`src/rtl/fifo_rd_drain_pkg.sv`:
```
// rtl/fifo_rd_drain_pkg.sv - shared constants, state type and pointer helper for the read drain
package fifo_pkg;

    localparam int DATA_WIDTH = 8;
    localparam int DEPTH      = 3;
    localparam int ADDR_WIDTH = 2;

    typedef enum logic [1:0] {
        IDLE,
        FILL,
        STREAM,
        STALL
    } drain_state_t;

    // Circular pointer step over a non-power-of-two depth
    function automatic logic [ADDR_WIDTH-1:0] ptr_inc(input logic [ADDR_WIDTH-1:0] p);
        return (p == ADDR_WIDTH'(DEPTH - 1)) ? '0 : p + ADDR_WIDTH'(1);
    endfunction

endpackage

```
`src/rtl/fifo_rd_drain_if.sv`:
```
// rtl/fifo_rd_drain_if.sv - FIFO read port and output stream bundle for the read drain
interface fifo_rd_drain_if #(
    parameter int DATA_WIDTH = 8
);
    logic                  empty;
    logic [DATA_WIDTH-1:0] rd_data;
    logic                  rd_enb;
    logic                  out_valid;
    logic                  out_ready;
    logic [DATA_WIDTH-1:0] out_data;
    logic                  out_last;

    modport master (
        input  empty,
        input  rd_data,
        input  out_ready,
        output rd_enb,
        output out_valid,
        output out_data,
        output out_last
    );

    modport slave (
        output empty,
        output rd_data,
        output out_ready,
        input  rd_enb,
        input  out_valid,
        input  out_data,
        input  out_last
    );
endinterface

```
`src/rtl/fifo_rd_drain_skid_buf.sv`:
```
// rtl/fifo_rd_drain_skid_buf.sv - 3-entry circular buffer absorbing the FIFO read latency
module fifo_skid_buf
    import fifo_pkg::*;
#(
    parameter int DATA_WIDTH = fifo_pkg::DATA_WIDTH
) (
    input  logic                  clk,
    input  logic                  rst,
    input  logic                  push,
    input  logic [DATA_WIDTH-1:0] push_data,
    input  logic                  pop,
    output logic [ADDR_WIDTH-1:0] count,
    output logic [DATA_WIDTH-1:0] head_data
);

    logic [DATA_WIDTH-1:0] mem [DEPTH];
    logic [ADDR_WIDTH-1:0] head;
    logic [ADDR_WIDTH-1:0] tail;

    assign head_data = mem[head];

    always_ff @(posedge clk) begin
        if (push && !rst) begin
            mem[tail] <= push_data;
        end
    end

    always_ff @(posedge clk) begin
        if (rst) begin
            head  <= '0;
            tail  <= '0;
            count <= '0;
        end else begin
            if (push) begin
                tail <= ptr_inc(tail);
            end
            if (pop) begin
                head <= ptr_inc(head);
            end
            case ({push, pop})
                2'b10:   count <= count + ADDR_WIDTH'(1);
                2'b01:   count <= count - ADDR_WIDTH'(1);
                default: count <= count;
            endcase
        end
    end

    // Upstream gating must make these unreachable
    always_ff @(posedge clk) begin
        if (!rst) begin
            assert (count <= ADDR_WIDTH'(DEPTH));
            assert (!(push && !pop && count == ADDR_WIDTH'(DEPTH)));
        end
    end

endmodule

```
`src/rtl/fifo_rd_drain.sv`:
```
// rtl/fifo_rd_drain.sv - read-side drain: gated FIFO reads, skid buffer, burst marker and counters
module fifo_rd_drain
    import fifo_pkg::*;
#(
    parameter int DATA_WIDTH = fifo_pkg::DATA_WIDTH,
    parameter int BURST_LEN  = 4,
    parameter int CNT_WIDTH  = 16
) (
    input  logic                 rd_clk,
    input  logic                 rst,
    input  logic                 en,
    fifo_rd_drain_if.master      bus,
    output logic [CNT_WIDTH-1:0] word_cnt,
    output logic                 idle,
    output drain_state_t         state
);

    localparam int BEAT_W = (BURST_LEN > 1) ? $clog2(BURST_LEN) : 1;
    localparam logic [BEAT_W-1:0] BEAT_MAX = BEAT_W'(BURST_LEN - 1);

    logic                  inflight;
    logic [ADDR_WIDTH-1:0] count;
    logic [ADDR_WIDTH:0]   occupancy;
    logic                  pop;
    logic [BEAT_W-1:0]     beat;
    logic [ADDR_WIDTH:0]   cnt_n;
    logic [ADDR_WIDTH:0]   occ_n;
    drain_state_t          state_d;

    // Only registered terms decide a read, so out_ready never reaches rd_enb
    assign occupancy     = {1'b0, count} + {{ADDR_WIDTH{1'b0}}, inflight};
    assign bus.rd_enb    = !rst && en && !bus.empty && (occupancy < (ADDR_WIDTH+1)'(DEPTH));
    assign bus.out_valid = (count != '0);
    assign pop           = bus.out_valid && bus.out_ready;
    assign bus.out_last  = bus.out_valid && (beat == BEAT_MAX);
    assign idle          = (count == '0) && !inflight;

    fifo_skid_buf #(
        .DATA_WIDTH (DATA_WIDTH)
    ) u_skid_buf (
        .clk       (rd_clk),
        .rst       (rst),
        .push      (inflight),
        .push_data (bus.rd_data),
        .pop       (pop),
        .count     (count),
        .head_data (bus.out_data)
    );

    always_ff @(posedge rd_clk) begin
        if (rst) begin
            inflight <= 1'b0;
            beat     <= '0;
            word_cnt <= '0;
        end else begin
            inflight <= bus.rd_enb;
            if (pop) begin
                beat     <= (beat == BEAT_MAX) ? '0 : beat + BEAT_W'(1);
                word_cnt <= word_cnt + CNT_WIDTH'(1);
            end
        end
    end

    always_ff @(posedge rd_clk) begin
        if (rst) begin
            state <= IDLE;
        end else begin
            state <= state_d;
        end
    end

    // State mirrors the occupancy the buffer will hold after this edge
    always_comb begin
        cnt_n   = {1'b0, count} + {{ADDR_WIDTH{1'b0}}, inflight} - {{ADDR_WIDTH{1'b0}}, pop};
        occ_n   = cnt_n + {{ADDR_WIDTH{1'b0}}, bus.rd_enb};
        state_d = IDLE;
        if (cnt_n == '0) begin
            state_d = bus.rd_enb ? FILL : IDLE;
        end else if (occ_n >= (ADDR_WIDTH+1)'(DEPTH)) begin
            state_d = STALL;
        end else begin
            state_d = STREAM;
        end
    end

endmodule

```
`src/flat_wrapper.sv`:
```
// flat-port wrapper written by rule: the top's interface ports become plain ports
module fifo_rd_drain_flat import fifo_pkg::*;
#(
    parameter int DATA_WIDTH = fifo_pkg::DATA_WIDTH,
    parameter int BURST_LEN  = 4,
    parameter int CNT_WIDTH  = 16
)
  (rd_clk, rst, en, word_cnt, idle, state, bus_empty, bus_rd_data, bus_out_ready, bus_rd_enb, bus_out_valid, bus_out_data, bus_out_last);
  fifo_rd_drain_if #(.DATA_WIDTH(DATA_WIDTH)) bus_i ();
  input  logic rd_clk;
  input  logic rst;
  input  logic en;
  output logic [CNT_WIDTH-1:0] word_cnt;
  output logic idle;
  output drain_state_t state;
  input wire logic [$bits(bus_i.empty)-1:0] bus_empty;
  input wire logic [$bits(bus_i.rd_data)-1:0] bus_rd_data;
  input wire logic [$bits(bus_i.out_ready)-1:0] bus_out_ready;
  output wire logic [$bits(bus_i.rd_enb)-1:0] bus_rd_enb;
  output wire logic [$bits(bus_i.out_valid)-1:0] bus_out_valid;
  output wire logic [$bits(bus_i.out_data)-1:0] bus_out_data;
  output wire logic [$bits(bus_i.out_last)-1:0] bus_out_last;
  assign bus_i.empty = bus_empty;
  assign bus_i.rd_data = bus_rd_data;
  assign bus_i.out_ready = bus_out_ready;
  assign bus_rd_enb = bus_i.rd_enb;
  assign bus_out_valid = bus_i.out_valid;
  assign bus_out_data = bus_i.out_data;
  assign bus_out_last = bus_i.out_last;
  fifo_rd_drain #(.DATA_WIDTH(DATA_WIDTH), .BURST_LEN(BURST_LEN), .CNT_WIDTH(CNT_WIDTH)) u_core (.rd_clk(rd_clk), .rst(rst), .en(en), .bus(bus_i), .word_cnt(word_cnt), .idle(idle), .state(state));
endmodule
```
`config.mk`:
```
export PLATFORM = sky130hd
export DESIGN_NAME = fifo_rd_drain_flat
export DESIGN_NICKNAME = d
export VERILOG_FILES = /design/src/rtl/fifo_rd_drain_pkg.sv /design/src/rtl/fifo_rd_drain_if.sv /design/src/rtl/fifo_rd_drain_skid_buf.sv /design/src/rtl/fifo_rd_drain.sv /design/src/flat_wrapper.sv
export SDC_FILE = /design/constraint.sdc
export NUM_CORES = 1
export LEC_CHECK = 0
export BUFFER_PORTS_ARGS = -buffer_cell sky130_fd_sc_hd__buf_4
export CAP_MARGIN = 5
export CORE_MARGIN = 4
export CORE_UTILIZATION = 61
export CTS_BUF_LIST = sky130_fd_sc_hd__clkbuf_4 sky130_fd_sc_hd__clkbuf_8
export CTS_CLUSTER_SIZE = 16
export DETAILED_ROUTE_END_ITERATION = 10
export PLACE_DENSITY_LB_ADDON = 0.15
export SETUP_SLACK_MARGIN = 0.15
export SKIP_LAST_GASP = 1
export SLEW_MARGIN = 5
export SYNTH_ARGS = -nofsm -noshare
export SYNTH_HDL_FRONTEND = slang
export SYNTH_SLANG_ARGS = --single-unit
```
`constraint.sdc`:
```
create_clock -name rd_clk -period 6.3 [get_ports rd_clk]
set_clock_uncertainty 0.15 [all_clocks]
set_input_delay 1.575 -clock rd_clk [delete_from_list [all_inputs] [get_ports rd_clk]]
set_output_delay 1.575 -clock rd_clk [all_outputs]
set_load 0.02 [all_outputs]
```
==> impl_metrics.ini, run 1 <==
[run_status]
status = completed

[cts]
path_clk_slew_ps = 140
cts_resized = 0
clock_path_buffers = 2
cts_hold_repair.buffers = 0
cts_made_buffers = 5
root_buffer = clkbuf_4
htree_levels = 2
postCtsSetupRepairBufs = 0
cts_tree = done
clock_latency_ps = 360
cts_num_sinks = 53

[route]
drtPass1Iterations = 4
vias_per_cell = 5.44
drt_wl_total_mm = 3.83
wl_met3_um = 213
drc = 0
wl_per_cell_um = 13.1
wl_met2_mm = 1.84
vias = 1593
drt_iter0_markers = 96
ant_nets = 0
wl_met1_mm = 1.73
highest_layer = met4

[die]
core_region_area_um2 = 3420
start_util = 0.647
die-area_um2 = 4650
die_x_um = 68.2
top_level_ports = 43
num_rows = 21
die_h_um = 68.2

[yosys]
synth_top_family_by_area = simple AND/OR/NAND/NOR gates
async_flop_share = 0
synth_seq_cells = 53
yosysSeqAreaShare = 0.589
synth_compound_area_frac = 0.0821
synthMuxAreaShare = 0.0362
synth_top_area_share = 0.326
ys_types = 32
syn_inst = 203
synth_nets = 225
synth_edf_count = 24
ys_top_cells_by_area = edfxtp_1, dfxtp_1, ha_1
synth-simple-area-share = 0.161
netlist.top_cell.by_area = edfxtp_1
synthTopCellsByCount = dfxtp_1, edfxtp_1, nand2_1
synthFlopType = dfxtp_1
synth.avg_cell_area_um2 = 10.9
synth_adder_area_share = 0.0509
synth_area_um2 = 2210
synth_xor_area_frac = 0.0555
synth_most_common_cell = dfxtp_1
yosys_warnings = 0

[worst_setup_path]
r2r-start = u_core.u_skid_buf.count[0]
crit_path_frequent_cell = buf_4
critPathMaxFanout = 30
crit_path_cell_trace = buf_4 > or4b_2 > a21oi_1 > buf_4
cpMaxStageDelayCell = or4b_2
arrival_ps = 2890
reg2reg_depth = 8
ff2ff_setup_slack_ps = 3460
r2r-end = u_core.state[0]
max_stage_delay_ps = 680
endpoint_kind = primary output
required_ps = 4580
critPathLaunchType = input pin
setup.worst_path.class = in -> out

[global_route]
antenna_found_initial = 0
grt_pass1_vias = 1439
grt_max_degree = 31
grt_usage = 0.184
grt_overflow = 0
grt_pass1_wl_mm = 6.29

[min_path]
hold_end = u_core.word_cnt[15]
min_from = u_core.word_cnt[15]
min_path_type = reg -> reg
worstHoldPathCells = 2

[final_layout]
drive_above_1_share = 0.219
final_nets = 268
diodes = 0
area_delta_synth_final_pct = 19.6

[sta]
tightestPinTransition_ps = 1170
period_share = 0.733
holdWs_ps = 349
setup_tns_ps = 0
hold_viol = 0
fmax_mhz = 217
finalCriticalPeriod_ps = 4620
setup_viol_count_final = 0
slew_headroom = 0.217
rsz0062_at_grt = no
drv_slew = 0

[power_and_ir_drop]
power_density_nw_per_um2 = 264
vdd_drop_max_mv = 0.191
p_leak_nw = 1.01

[placement]
hpwl_mm = 2.72
port_buffers = 42
place_congestion = 0.788

[run]
drv_cap = 0
kinds of logic (layout without fill, tap and decap cells):
group                      Yosys count  in the layout
AOI/OAI and AO/OA                   33             33
xor gates and xnor gates            14             14
adders and majority gates            9              9
buffers and inverters               15             59
DFF                                 53             53
muxes                                8              8
and+or+nand+nor                     71             71
where the power goes:
part	total (mW)	switching [mW]	internal (mW)
clock	0.187	0.0977	0.0889
combinational	0.122	0.0670	0.0547
sequential	0.388	0.0153	0.373
critical path, delay by kind of cell:
| family | cells | cell delay, ps |
|---|---|---|
| buf+inv | 2 | 400 |
| compound gates | 1 | 240 |
| simple gates | 1 | 680 |
state kept, by name, indices dropped and copies added (netlist names), named ones only:
signal	flops
u_core.state	2
u_core.u_skid_buf.head	2
u_core.u_skid_buf.tail	2
u_core.inflight	1
u_core.u_skid_buf.mem	24
u_core.u_skid_buf.count	2
u_core.word_cnt	16
u_core.beat	2
through the flow:
| step | area, um^2 | utilization | power (mW) | setup WS, ps | std cells |
|---|---|---|---|---|---|
| 2_1_floorplan | 2210 | - | 0.474 | 1920 | 203 |
| 3_3_place_gp | 2560 | 0.749 | 0.516 | 1710 | 285 |
| 3_5_place_dp | 2560 | 0.749 | 0.519 | 1680 | 285 |
| 4_1_cts | 2640 | 0.774 | 0.704 | 1680 | 293 |
| 5_1_grt | 2640 | 0.774 | 0.733 | 1580 | 293 |
| 6_report | 2640 | 0.774 | 0.697 | 1680 | 293 |
worst max-delay path by stage:
stage | end | depth (start not counted) | start | slack, ps
after floorplan | bus_rd_enb | 2 | rst | 1920
after global placement | bus_rd_enb | 4 | rst | 1710
after detailed placement | bus_rd_enb | 4 | rst | 1680
after CTS | bus_rd_enb | 4 | rst | 1680
after global routing | bus_rd_enb | 4 | rst | 1580
final | bus_rd_enb | 4 | rst | 1680
placed cells by master, fill, tap and decap left out:
cell and instances:
a21oi_1 16, a221oi_1 1, and4_1 1, nor2_1 18, nand4_1 4, ha_1 9, nand3b_1 2, bufinv_16 1
nor3_1 5, nor4_1 2, buf_4 42, nand3_1 6, mux2i_1 8, and3_1 3, and2_1 1, o21ai_0 13
xnor2_1 7, edfxtp_1 24, or3_4 1, or4_1 1, clkbuf_4 6, xor2_1 7, nand2b_1 1, dfxtp_1 29
o31ai_1 1, nand2_1 19, inv_1 9, nor4b_1 1, or2_2 1, o21ai_1 1, clkinv_4 1, o2111ai_2 1
or4b_2 1, or3_1 4
per-layer routing:
| layer | track usage | vias to the layer above |
|---|---|---|
| met5 | 0 | - |
| met4 | 0.0769 | 0 |
| met3 | 0.0542 | 6 |
| met2 | 0.310 | 36 |
| met1 | 0.219 | 744 |
| li1 | - | 807 |
final cells by class:
type	instances	area (um^2)
fillers	258	772
well taps	46	57.6
repair buffers	42	315
inverters	9	33.8
clock inverters	2	38.8
clock buffers	6	45.0
multi-input cells	135	852
flip-flops and latches	53	1300
Note: power is estimated with default switching activity, not from simulation.
==> run 2: changes to the inputs <==
--- a/config.mk
+++ b/config.mk
@@ -5,10 +5,11 @@
 export SDC_FILE = /design/constraint.sdc
 export NUM_CORES = 1
 export LEC_CHECK = 0
+export ABC_AREA = 1
 export BUFFER_PORTS_ARGS = -buffer_cell sky130_fd_sc_hd__buf_4
 export CAP_MARGIN = 5
 export CORE_MARGIN = 4
-export CORE_UTILIZATION = 61
+export CORE_UTILIZATION = 52
 export CTS_BUF_LIST = sky130_fd_sc_hd__clkbuf_4 sky130_fd_sc_hd__clkbuf_8
 export CTS_CLUSTER_SIZE = 16
 export DETAILED_ROUTE_END_ITERATION = 10
==> constraint.sdc (replaced) <==
create_clock -name rd_clk -period 4.2 [get_ports rd_clk]
set_clock_uncertainty 0.15 [all_clocks]
set_input_delay 1.05 -clock rd_clk [delete_from_list [all_inputs] [get_ports rd_clk]]
set_output_delay 1.05 -clock rd_clk [all_outputs]
set_load 0.02 [all_outputs]
==> run 2 against run 1 <==
Final area increased by 9.4%. Die area grew 24%. Synthesized cell count is 31% higher. Global-route usage fell by 2.7 points. Sequential cell count unchanged. Final cell count grew 25%. Wire length rose by 18%. Non-clock buffer count grew 3. Critical path type unchanged. Largest cell class unchanged.
==> impl_metrics.ini, run 2 <==
[cts]
clock_path_buffers = 2
cts_made_buffers = 5
root_buffer = clkbuf_8
cts_resized = 0
htree_levels = 2
postCtsSetupRepairBufs = 0
cts_hold_repair.buffers = 0
cts_tree = done
clock_latency_ps = 310
cts_num_sinks = 53
path_clk_slew_ps = 90

[min_path]
min_path_type = reg -> reg

[die]
top_level_ports = 43
num_rows = 24
die_x_um = 76.0
start_util = 0.545
core_region_area_um2 = 4410
die-area_um2 = 5770
die_h_um = 76.0

[worst_setup_path]
crit_cells = 7
cpMaxStageDelayCell = buf_4
crit_buf_inv = 4
crit_path_cell_trace = buf_4 > inv_1 > nand2_1 > nor2_1 > nand3_1 > inv_1 > buf_4
endpoint_kind = primary output
setup.worst_path.class = in -> out
ff2ff_setup_slack_ps = 2100
max_stage_delay_ps = 140
crit_end = bus_rd_enb
required_ps = 3000
arrival_ps = 1730
critPathMaxFanout = 5
reg2reg_depth = 9
critPathLaunchType = input pin
r2r-end = u_core.state[0]
crit_family = buffers and inverters
startpoint = rst
r2r-start = u_core.u_skid_buf.count[0]

[yosys]
synth_most_common_cell = nand2_1
synthFlopType = dfxtp_1
synth_seq_cells = 53
ys_types = 27
synthTopCellsByCount = nand2_1, nor2_1, inv_1
synth_edf_count = 24
synth_top_area_share = 0.300
synth_area_um2 = 2400
yosys_warnings = 0
ys_top_cells_by_area = edfxtp_1, dfxtp_1, nand2_1
syn_inst = 265
synth.avg_cell_area_um2 = 9.07
yosysSeqAreaShare = 0.541
async_flop_share = 0
synth_nets = 287
netlist.top_cell.by_area = edfxtp_1

[run]
drv_cap = 0

[route]
ant_nets = 0
wl_per_cell_um = 12.4
vias_per_cell = 5.03
vias = 1836
drt_wl_total_mm = 4.52
drtPass1Iterations = 4
drc = 0
drt_iter0_markers = 108

[sta]
fmax_mhz = 341
drv_slew = 0
tightestPinTransition_ps = 751
setup_tns_ps = 0
rsz0062_at_grt = no
slew_headroom = 0.498
holdWs_ps = 346
setup_viol_count_final = 0
finalCriticalPeriod_ps = 2930
hold_viol = 0
fin_ws_ps = 1270
period_share = 0.698

[placement]
dp_slack_ps = 1280
port_buffers = 42
place_congestion = 0.735
dp_cells = 357
hpwl_mm = 3.30

[final_layout]
final_nets = 334
layout_common_cells = nand2_1, buf_4, nor2_1
reg.largest.list = u_core.u_skid_buf.mem x24, u_core.word_cnt x16
drive_above_1_share = 0.227
fin_cells = 365
diodes = 0
largest_reg_flops = 24
area_delta_synth_final_pct = 20.4
final_common_cell = nand2_1
num-fill-cells = 376
largest_register = u_core.u_skid_buf.mem

[global_route]
grt_usage = 0.158
grt_pass1_wl_mm = 7.59
grt_pass1_vias = 1704
antenna_found_initial = 0
grt_max_degree = 24
grt_overflow = 0

[power_and_ir_drop]
switching_share = 0.264
power_density_nw_per_um2 = 385
vdd_drop_max_mv = 0.207
pwr-share-seq = 0.517
p_int_mw = 0.820
power_switching_mw = 0.294
p_leak_nw = 1.33
clkPwrFrac = 0.315
comb_power_share = 0.169
fin_total_pwr_mw = 1.11

[run_status]
status = completed
==> run 2: worst reg2reg max path, delay by kind of cell (launching register included) <==
kind | cells | cell delay (ps)
adder cells (fa/ha/maj) | 4 | 980
flip-flops | 1 | 390
AO/OA/AOI/OAI | 2 | 230
AND/OR/NAND/NOR | 2 | 180
buffers and inverters | 1 | 80
==> run 2: power by group through the flow <==
stage	clock network [mW]	logic (mW)	registers [mW]
final	0.351	0.188	0.575
after global routing	0.381	0.208	0.578
after CTS	0.356	0.190	0.575
after detailed placement	0	0.189	0.587
after global placement	0	0.185	0.587
after floorplan	0	0.118	0.589
==> run 2: cell type report <==
class,count,area (um^2),share of cell area
sequential,53,1300,0.450
clock buffer,6,76.3,0.0264
clock inverter,2,38.8,0.0134
timing repair buffer,45,338,0.117
multi-input combinational,171,938,0.324
tap,52,65.1,0.0225
inverter,36,135,0.0467
==> run 2: logic make-up (layout without fill, tap and decap cells) <==
kind of cell	after synthesis	in the layout	synth area share
buffers and inverters	41	89	0.0682
adder cells (fa/ha/maj)	9	9	0.0469
AND/OR/NAND/NOR	109	109	0.221
AO/OA/AOI/OAI	52	52	0.119
flip-flops	53	53	0.541
XOR/XNOR	1	1	0.00364
==> run 2: per-layer routing <==
metal | track usage | vias up | share of wire
met4 | 0.0694 | 0 | 0.014
met2 | 0.265 | 36 | 0.50
met5 | 0 | - | 0
met3 | 0.0343 | 6 | 0.044
met1 | 0.193 | 826 | 0.44
li1 | - | 968 | -
==> run 2: stage by stage <==
stage           util  instance area [um^2]
4_1_cts        0.655                  2890
2_1_floorplan      -                  2400
6_report       0.655                  2890
5_1_grt        0.655                  2890
3_5_place_dp   0.629                  2780
3_3_place_gp   0.629                  2780
==> run 2: worst min-delay path by stage <==
stage	startpoint	to	slack [ps]	depth (start not counted)
final	u_core.beat[1]	u_core.beat[1]	350	2
after detailed placement	u_core.u_skid_buf.head[1]	register	330	2
after CTS	u_core.u_skid_buf.head[1]	u_core.u_skid_buf.head[1]	350	2
after global routing	u_core.word_cnt[5]	u_core.word_cnt[5]	400	2
after global placement	u_core.beat[1]	u_core.beat[1]	320	2
after floorplan	u_core.u_skid_buf.head[1]	register	310	2
==> run 3: changes to the inputs <==
--- a/config.mk
+++ b/config.mk
@@ -9,7 +9,7 @@
 export BUFFER_PORTS_ARGS = -buffer_cell sky130_fd_sc_hd__buf_4
 export CAP_MARGIN = 5
 export CORE_MARGIN = 4
-export CORE_UTILIZATION = 52
+export CORE_UTILIZATION = 57
 export CTS_BUF_LIST = sky130_fd_sc_hd__clkbuf_4 sky130_fd_sc_hd__clkbuf_8
 export CTS_CLUSTER_SIZE = 16
 export DETAILED_ROUTE_END_ITERATION = 10
==> constraint.sdc (replaced) <==
create_clock -name rd_clk -period 2.9 [get_ports rd_clk]
set_clock_uncertainty 0.15 [all_clocks]
set_input_delay 0.725 -clock rd_clk [delete_from_list [all_inputs] [get_ports rd_clk]]
set_output_delay 0.725 -clock rd_clk [all_outputs]
set_load 0.02 [all_outputs]
==> run 3 against run 2 <==
Final cell count grew 0.27%. Worst setup slack worse by 860 ps. Hold slack got worse by 2.0 ps. Clock power up 17%. Final area down 0.13%. Sequential share of layout area is 0.058 points higher. Combinational power increased by 44%. Utilization increased by 6.2 points. Register-to-register slack lost 1300 ps. Critical path depth decreased by 1.
==> impl_metrics.ini, run 3 (synthesis results as in run 2) <==
[global_route]
grt_max_degree = 19
grt_overflow = 0
grt_pass1_vias = 1740
grt_pass1_wl_mm = 7.55
antenna_found_initial = 0
grt_usage = 0.180

[sta]
drv_slew = 0
hold_viol = 0
setup_viol_count_final = 0
tightestPinTransition_ps = 375
finalCriticalPeriod_ps = 2490
holdWs_ps = 344
fmax_mhz = 402
rsz0062_at_grt = no
slew_headroom = 0.749
period_share = 0.858
setup_tns_ps = 0

[final_layout]
fin_cells = 366
largest_reg_flops = 24
diodes = 0
final_common_cell = buf_4
largest_register = u_core.u_skid_buf.mem
area_delta_synth_final_pct = 20.2
num-fill-cells = 345
drive_above_1_share = 0.234
layout_common_cells = buf_4, nand2_1, nor2_1
final_nets = 337
reg.largest.list = u_core.u_skid_buf.mem x24, u_core.word_cnt x16

[placement]
hpwl_mm = 3.47
port_buffers = 42
dp_cells = 358
place_congestion = 0.813

[power_and_ir_drop]
p_leak_nw = 1.33
power_density_nw_per_um2 = 524
vdd_drop_max_mv = 0.277
fin_total_pwr_mw = 1.51

[die]
start_util = 0.597
top_level_ports = 43
die_h_um = 72.9
die-area_um2 = 5320
num_rows = 23
core_region_area_um2 = 4030
die_x_um = 72.9

[cts]
root_buffer = clkbuf_8
cts_tree = done
cts_made_buffers = 5
clock_latency_ps = 300
postCtsSetupRepairBufs = 0
htree_levels = 2
cts_num_sinks = 53
cts_hold_repair.buffers = 0
cts_resized = 0
path_clk_slew_ps = 90
clock_path_buffers = 2

[min_path]
worstHoldPathCells = 2
min_from = u_core.u_skid_buf.head[1]
min_path_type = reg -> reg
hold_end = u_core.u_skid_buf.head[1]

[route]
drc = 0
drt_wl_total_mm = 4.45
drtPass1Iterations = 4
vias_per_cell = 4.99
wl_per_cell_um = 12.2
vias = 1827
ant_nets = 0
drt_iter0_markers = 95

[worst_setup_path]
reg2reg_depth = 9
arrival_ps = 1610
critPathMaxFanout = 5
required_ps = 2030
ff2ff_setup_slack_ps = 840
r2r-start = u_core.u_skid_buf.count[0]
setup.worst_path.class = reg -> out
r2r-end = u_core.state[0]
endpoint_kind = primary output
critPathLaunchType = register

[run]
drv_cap = 0

[run_status]
status = completed
==> run 3: how the worst max path moves through the flow <==
| stage | to | cells after the start | slack [ps] | from |
|---|---|---|---|---|
| after global placement | bus_rd_enb | 7 | 530 | rst |
| after CTS | bus_rd_enb | 6 | 380 | u_core.u_skid_buf.count[0] |
| after detailed placement | bus_rd_enb | 7 | 490 | rst |
| after floorplan | u_core.state[0] | 9 | 670 | bus_out_ready |
| final | bus_rd_enb | 6 | 410 | u_core.u_skid_buf.count[0] |
| after global routing | bus_rd_enb | 6 | 280 | u_core.u_skid_buf.count[0] |
==> run 3: metrics by stage <==
stage / utilization / setup slack, ps / cell area [um^2]
2_1_floorplan: - / 674 / 2400
3_3_place_gp: 0.694 / 532 / 2800
3_5_place_dp: 0.694 / 487 / 2800
4_1_cts: 0.717 / 385 / 2890
5_1_grt: 0.717 / 276 / 2890
6_report: 0.717 / 410 / 2890
==> run 3: layer usage <==
metal | wire (um) | up-vias | global-route usage
li1 | - | 970 | -
met1 | 1970 | 813 | 0.218
met2 | 2200 | 38 | 0.322
met3 | 227 | 6 | 0.0413
met4 | 46 | 0 | 0.0430
met5 | 0 | - | 0
==> run 3: layout make-up <==
type | count | area (um^2) | share of cell area
multi-input combinational | 171 | 938 | 0.325
tap | 50 | 62.6 | 0.0217
inverter | 36 | 135 | 0.0468
sequential | 53 | 1300 | 0.450
clock inverter | 2 | 15.0 | 0.00520
timing repair buffer | 48 | 360 | 0.125
clock buffer | 6 | 76.3 | 0.0264
==> run 3: critical path, cell delays in order, from the launching register on <==
cell	delay [ps]
dfxtp_1	380
ha_1	220
ha_1	280
nand2_1	80
nand3_1	110
inv_1	90
buf_4	140
==> run 3: report_power, final <==
part           internal (mW)  total, mW  switching, mW
combinational          0.112      0.271          0.159
clock                  0.180      0.411          0.231
sequential             0.807      0.833         0.0257
